[config.mk]
export PLATFORM = sky130hd
export DESIGN_NAME = cdc_sync_filter
export DESIGN_NICKNAME = d
export VERILOG_FILES = /design/src/rtl/cdc_sync_filter_pkg.sv /design/src/rtl/cdc_sync_filter_channel.sv /design/src/rtl/cdc_sync_filter.sv
export SDC_FILE = /design/constraint.sdc
export NUM_CORES = 1
export LEC_CHECK = 0
export ABC_AREA = 0
export ABC_CLOCK_PERIOD_IN_PS = 1050
export BUFFER_PORTS_ARGS = -buffer_cell sky130_fd_sc_hd__clkbuf_2
export CAP_MARGIN = 10
export CORE_AREA = 2 2 39 41
export CTS_BUF_LIST = sky130_fd_sc_hd__clkbuf_8 sky130_fd_sc_hd__clkbuf_16
export DETAILED_ROUTE_END_ITERATION = 10
export DIE_AREA = 0 0 41 43
export PLACE_DENSITY = 0.37
export SYNTH_ARGS = -nofsm -noshare
export SYNTH_HDL_FRONTEND = slang
export SYNTH_SLANG_ARGS = --single-unit
[constraint.sdc]
create_clock -name sysClk_i -period 1.05 [get_ports sysClk_i]
set_input_delay 0.1575 -clock sysClk_i [delete_from_list [all_inputs] [get_ports sysClk_i]]
set_output_delay 0.1575 -clock sysClk_i [all_outputs]
set_load 0.02 [all_outputs]
[src/rtl/cdc_sync_filter_pkg.sv]
// ---------------------------------------------------------------------------
// cdc_pkg
// Shared constants and helpers for the multi-channel synchroniser/filter.
//   CDC_MIN_STAGES : fewest synchroniser flops allowed per channel
//   cdc_cnt_width  : width of the per-channel stability counter
// ---------------------------------------------------------------------------
package cdc_pkg;

   localparam int CDC_MIN_STAGES = 2;

   // The counter only has to reach FILTER_CYCLES-1. The extra headroom from
   // +1 keeps the width at least 1 bit when FILTER_CYCLES is 1.
   function automatic int cdc_cnt_width(input int filter_cycles);
      int w;
      w = $clog2(filter_cycles + 1);
      return (w < 1) ? 1 : w;
   endfunction

endpackage

[src/rtl/cdc_sync_filter_channel.sv]
// ---------------------------------------------------------------------------
// cdc_sync_channel
// One channel: synchroniser chain, stability filter, registered edge pulses
// and a sticky edge flag with synchronous clear.
//   sysClk_i    : destination clock, posedge
//   reset_ni    : asynchronous active-low reset
//   async_i     : asynchronous input bit
//   clear_i     : synchronous clear of edge_flag_o
//   sync_o      : filtered, synchronised level
//   rising_o    : one-cycle pulse on an accepted 0->1 change
//   falling_o   : one-cycle pulse on an accepted 1->0 change
//   edge_flag_o : sticky, set by either pulse
// ---------------------------------------------------------------------------
module cdc_sync_channel
   import cdc_pkg::*;
#(
   parameter int STAGES        = 2,
   parameter int FILTER_CYCLES = 1,
   parameter bit RESET_VAL     = 1'b0
) (
   input  logic sysClk_i,
   input  logic reset_ni,
   input  logic async_i,
   input  logic clear_i,
   output logic sync_o,
   output logic rising_o,
   output logic falling_o,
   output logic edge_flag_o
);

   localparam int               CNT_W    = cdc_cnt_width(FILTER_CYCLES);
   localparam logic [CNT_W-1:0] CNT_LAST = CNT_W'(FILTER_CYCLES - 1);

   logic [STAGES-1:0] chain_q, chain_d;
   logic              raw;
   logic              state_q, state_d;
   logic [CNT_W-1:0]  cnt_q, cnt_d;
   logic              rise_q, rise_d;
   logic              fall_q, fall_d;
   logic              flag_q, flag_d;

   // Pure shift: nothing but wiring between the metastability flops.
   assign chain_d = {chain_q[STAGES-2:0], async_i};
   assign raw     = chain_q[STAGES-1];

   always_ff @(posedge sysClk_i or negedge reset_ni) begin
      if (!reset_ni) begin
         chain_q <= {STAGES{RESET_VAL}};
      end else begin
         chain_q <= chain_d;
      end
   end

   // cnt tracks how many consecutive edges raw has disagreed with state.
   // Any agreement restarts it; reaching FILTER_CYCLES-1 with a further
   // disagreement accepts the new level, so cnt never wraps.
   always_comb begin
      state_d = state_q;
      cnt_d   = cnt_q;
      rise_d  = 1'b0;
      fall_d  = 1'b0;
      if (raw == state_q) begin
         cnt_d = '0;
      end else if (cnt_q == CNT_LAST) begin
         state_d = raw;
         cnt_d   = '0;
         rise_d  = raw;
         fall_d  = ~raw;
      end else begin
         cnt_d = cnt_q + 1'b1;
      end

      // A coincident edge outranks a clear so no event is ever lost.
      flag_d = flag_q;
      if (clear_i) begin
         flag_d = 1'b0;
      end
      if (rise_d || fall_d) begin
         flag_d = 1'b1;
      end
   end

   always_ff @(posedge sysClk_i or negedge reset_ni) begin
      if (!reset_ni) begin
         state_q <= RESET_VAL;
         cnt_q   <= '0;
         rise_q  <= 1'b0;
         fall_q  <= 1'b0;
         flag_q  <= 1'b0;
      end else begin
         state_q <= state_d;
         cnt_q   <= cnt_d;
         rise_q  <= rise_d;
         fall_q  <= fall_d;
         flag_q  <= flag_d;
      end
   end

   assign sync_o      = state_q;
   assign rising_o    = rise_q;
   assign falling_o   = fall_q;
   assign edge_flag_o = flag_q;

endmodule

[src/rtl/cdc_sync_filter.sv]
// ---------------------------------------------------------------------------
// cdc_sync_filter
// WIDTH independent asynchronous bits brought into the sysClk_i domain, each
// with its own synchroniser, optional debounce and edge reporting. Channels
// are not skew-matched: do not use this to carry a coherent multi-bit bus.
//   sysClk_i    : destination clock, posedge
//   reset_ni    : asynchronous active-low reset
//   async_i     : [WIDTH] asynchronous inputs
//   clear_i     : [WIDTH] synchronous clears of edge_flag_o
//   sync_o      : [WIDTH] filtered, synchronised levels
//   rising_o    : [WIDTH] one-cycle rising pulses
//   falling_o   : [WIDTH] one-cycle falling pulses
//   edge_flag_o : [WIDTH] sticky edge flags
// ---------------------------------------------------------------------------
module cdc_sync_filter
   import cdc_pkg::*;
#(
   parameter int WIDTH         = 1,
   parameter int STAGES        = 2,
   parameter int FILTER_CYCLES = 1,
   parameter bit RESET_VAL     = 1'b0
) (
   input  logic             sysClk_i,
   input  logic             reset_ni,
   input  logic [WIDTH-1:0] async_i,
   input  logic [WIDTH-1:0] clear_i,
   output logic [WIDTH-1:0] sync_o,
   output logic [WIDTH-1:0] rising_o,
   output logic [WIDTH-1:0] falling_o,
   output logic [WIDTH-1:0] edge_flag_o
);

   if (WIDTH < 1) begin : g_bad_width
      $error("cdc_sync_filter: WIDTH must be at least 1");
   end
   if (STAGES < CDC_MIN_STAGES) begin : g_bad_stages
      $error("cdc_sync_filter: STAGES must be at least %0d", CDC_MIN_STAGES);
   end
   if (FILTER_CYCLES < 1) begin : g_bad_filter
      $error("cdc_sync_filter: FILTER_CYCLES must be at least 1");
   end

   for (genvar i = 0; i < WIDTH; i++) begin : g_ch
      cdc_sync_channel #(
         .STAGES        (STAGES),
         .FILTER_CYCLES (FILTER_CYCLES),
         .RESET_VAL     (RESET_VAL)
      ) u_ch (
         .sysClk_i    (sysClk_i),
         .reset_ni    (reset_ni),
         .async_i     (async_i[i]),
         .clear_i     (clear_i[i]),
         .sync_o      (sync_o[i]),
         .rising_o    (rising_o[i]),
         .falling_o   (falling_o[i]),
         .edge_flag_o (edge_flag_o[i])
      );
   end

endmodule

==> flow_summary_export.csv <==
group,metric,value,unit
clocking,clk_pin_slew,0.04,ns
placement,dp_hpwl,208,um
synthesis,ys_seq_area_share,75.0,%
synthesis,syn_nets,20,
clocking,clock-root-buffer,"clkbuf_8",
clocking,clockBufferDepth,2,
worst_setup_path,crit_type,"flop to flop",
job,cap_viol_max_count,0,
final_layout,drive_gt1_share,46.2,%
floorplanning,pin_count,8,
placement,portBuffers,7,
worst_setup_path,crit_fanout,4,
sta,fmax,1050,MHz
floorplanning,die-area,1760,um2
clocking,postCtsSetupRepairBufs,0,
drt,drt_iter0_markers,0,
power_and_ir_drop,power_per_cell_area,2890,nW/um2
clocking,cts_tree,"done",
sta,max-slew-margin-rel,89.9,%
drt,wirelength,302,um
final_layout,syn2layout_area_growth,61.9,%
clocking,cts_sinks,6,
worst_setup_path,arrival,1.06,ns
global_route,antenna_found_initial,0,
sta,tns,0,ns
clocking,cts_buffers,3,
synthesis,netlist_area,200,um2
power_and_ir_drop,power_leakage,0.168,nW
drt,ant_nets,0,
worst_setup_path,cp.required,1.16,ns
worst_setup_path,cp-end-kind,"flop",
drt,via_per_inst,3.29,
synthesis,syn_area_per_cell,14.3,um2
floorplanning,rows,14,
status,status,"complete, no violations",
floorplanning,die_y,43,um
sta,fin_hold_ws,0.0481,ns
global_route,grt_pass1_vias,124,
sta,worst_pin_slew,0.152,ns
sta,grt_setup_unrepaired,"no",
synthesis,synthCells,14,
floorplanning,die_w,41,um
drt,route.detailed.drc,0,
sta,hold_viol_final,0,
drt,wl_per_cell,7.19,um
global_route,grt_overflow_total,0,
floorplanning,core,1380,um2
worst_setup_path,critPathMaxStageDelay,0.41,ns
placement,gp_congestion,0.621,
placement,place_area,256,um2
final_layout,final_area,324,um2
drt,num_vias,138,
worst_setup_path,cp_cell_sequence,"inv_1 > ha_4 > nand2_1 > o21ai_1",
synthesis,synth-seq-cells,6,
worst_setup_path,cp-start-kind,"flop",
sta,fin_crit,0.955,ns
worst_setup_path,critical_path.slowest_cell,"dfrtp_2",
global_route,grt_max_degree,7,
drt,drtPass1Iterations,1,
sta,fin_crit_sh,90.9,%
sta,fin_skew,0.00500,ns
hold_path,hold_class,"input pin to flop",
final_layout,insertedDiodeCount,0,
clocking,htreeDepth,1,
final_layout,nets,33,
clocking,insertion_delay,0.22,ns
sta,finalMaxSlewViolations,0,
global_route,grt_pass1_wl,483,um
floorplanning,start_util,14.5,%
sta,setup-violations-final,0,
synthesis,yosysWarnings,0,
power_and_ir_drop,ir_drop,0.00115,V
global_route,grtUsageTotal,4.85,%
synthesis,ys_types,5,
[sequential cells by signal, summed over array words and instances (netlist names)]
register,cells
g_ch.u_ch.chain_q,2
g_ch.u_ch.edge_flag_o,1
g_ch.u_ch.falling_o,1
g_ch.u_ch.rising_o,1
g_ch.u_ch.sync_o,1
[through the flow]
| step | setup WS, ns | total power, mW | util [%] | std cells |
|---|---|---|---|---|
| after floorplan | 0.0365 | 0.478 | - | 14 |
| after global placement | 0.0929 | 0.556 | 18.5 | 37 |
| after detailed placement | 0.0611 | 0.564 | 18.5 | 37 |
| after CTS | 0.0562 | 0.929 | 22.5 | 42 |
| after global routing | 0.0290 | 1.02 | 23.4 | 42 |
| final | 0.0950 | 0.937 | 23.4 | 42 |
[area by class of cell]
cell class	instances	area, um2
clock buffer	3	41.3
clock inverter	1	3.75
fill	151	1060
inverter	3	11.3
multi-input combinational	5	51.3
sequential	6	151
tap	16	20.0
timing repair buffer	8	45.0
[kinds of logic after synthesis]
family                     Yosys count  share of synthesized area [%]
and+or+nand+nor                      1                           1.87
AOI/OAI and AO/OA                    2                           5.00
adders and majority gates            2                           12.5
buffers and inverters                3                           5.62
DFF                                  6                           75.0
[synth_stat cells (all sizes together)]
| master | count | share of area, % |
|---|---|---|
| dfrtp | 6 | 75 |
| inv | 3 | 5.6 |
| ha | 2 | 12 |
| o21ai | 2 | 5.0 |
| nand2 | 1 | 1.9 |
[layer usage]
metal / track usage [%] / part of all wire (%) / up-vias
li1: - / - / 65
met1: 4.61 / 48 / 61
met2: 5.00 / 32 / 10
met3: 7.85 / 18 / 2
met4: 2.00 / 2.0 / 0
met5: 0 / 0 / -
[worst paths after layout]
path / cells past startpoint / from / end / slack (ns)
max: 4 / g_ch[0].u_ch.sync_o$_DFFE_PN0P_ / g_ch[0].u_ch.sync_o$_DFFE_PN0P_ / 0.1
min: 1 / async_i / g_ch[0].u_ch.chain_q[0]$_DFF_PN0_ / 0.05
max reg2reg: 4 / g_ch[0].u_ch.sync_o$_DFFE_PN0P_ / g_ch[0].u_ch.sync_o$_DFFE_PN0P_ / 0.1
min reg2reg: 0 / g_ch[0].u_ch.chain_q[0]$_DFF_PN0_ / g_ch[0].u_ch.chain_q[1]$_DFF_PN0_ / 0.34
max in group asynchronous: 2 / reset_ni / g_ch[0].u_ch.sync_o$_DFFE_PN0P_ / 0.59
min in group asynchronous: 2 / reset_ni / g_ch[0].u_ch.rising_o$_DFF_PN0_ / 0.30
[cell usage in the layout (no fill, tap or decap)]
cell type      count
ha_4               1
dfrtp_2            1
nand2_1            1
ha_1               1
o21ai_1            2
clkbuf_8           3
dlygate4sd3_1      1
clkbuf_2           7
dfrtp_1            5
inv_1              4
[where the power goes]
part | switching, mW | internal, mW
registers | 0.0370 | 0.300
clock network | 0.0969 | 0.251
logic | 0.155 | 0.0971
[worst max-delay path, delay by kind of cell, from the launching register on]
family / cells / cell delay (ns)
compound gates: 1 / 0.05
fa+ha+maj: 1 / 0.21
buf+inv: 1 / 0.10
flops: 1 / 0.41
simple gates: 1 / 0.06
[what timing repair did]
| item | in CTS | in global routing |
|---|---|---|
| gates resized for setup | 0 | 1 |
| endpoints found under the hold margin | 6 | 0 |
| hold buffers | 1 | 0 |
| setup endpoints to repair | 0 | 1 |
(Power assumes the default switching activity.)
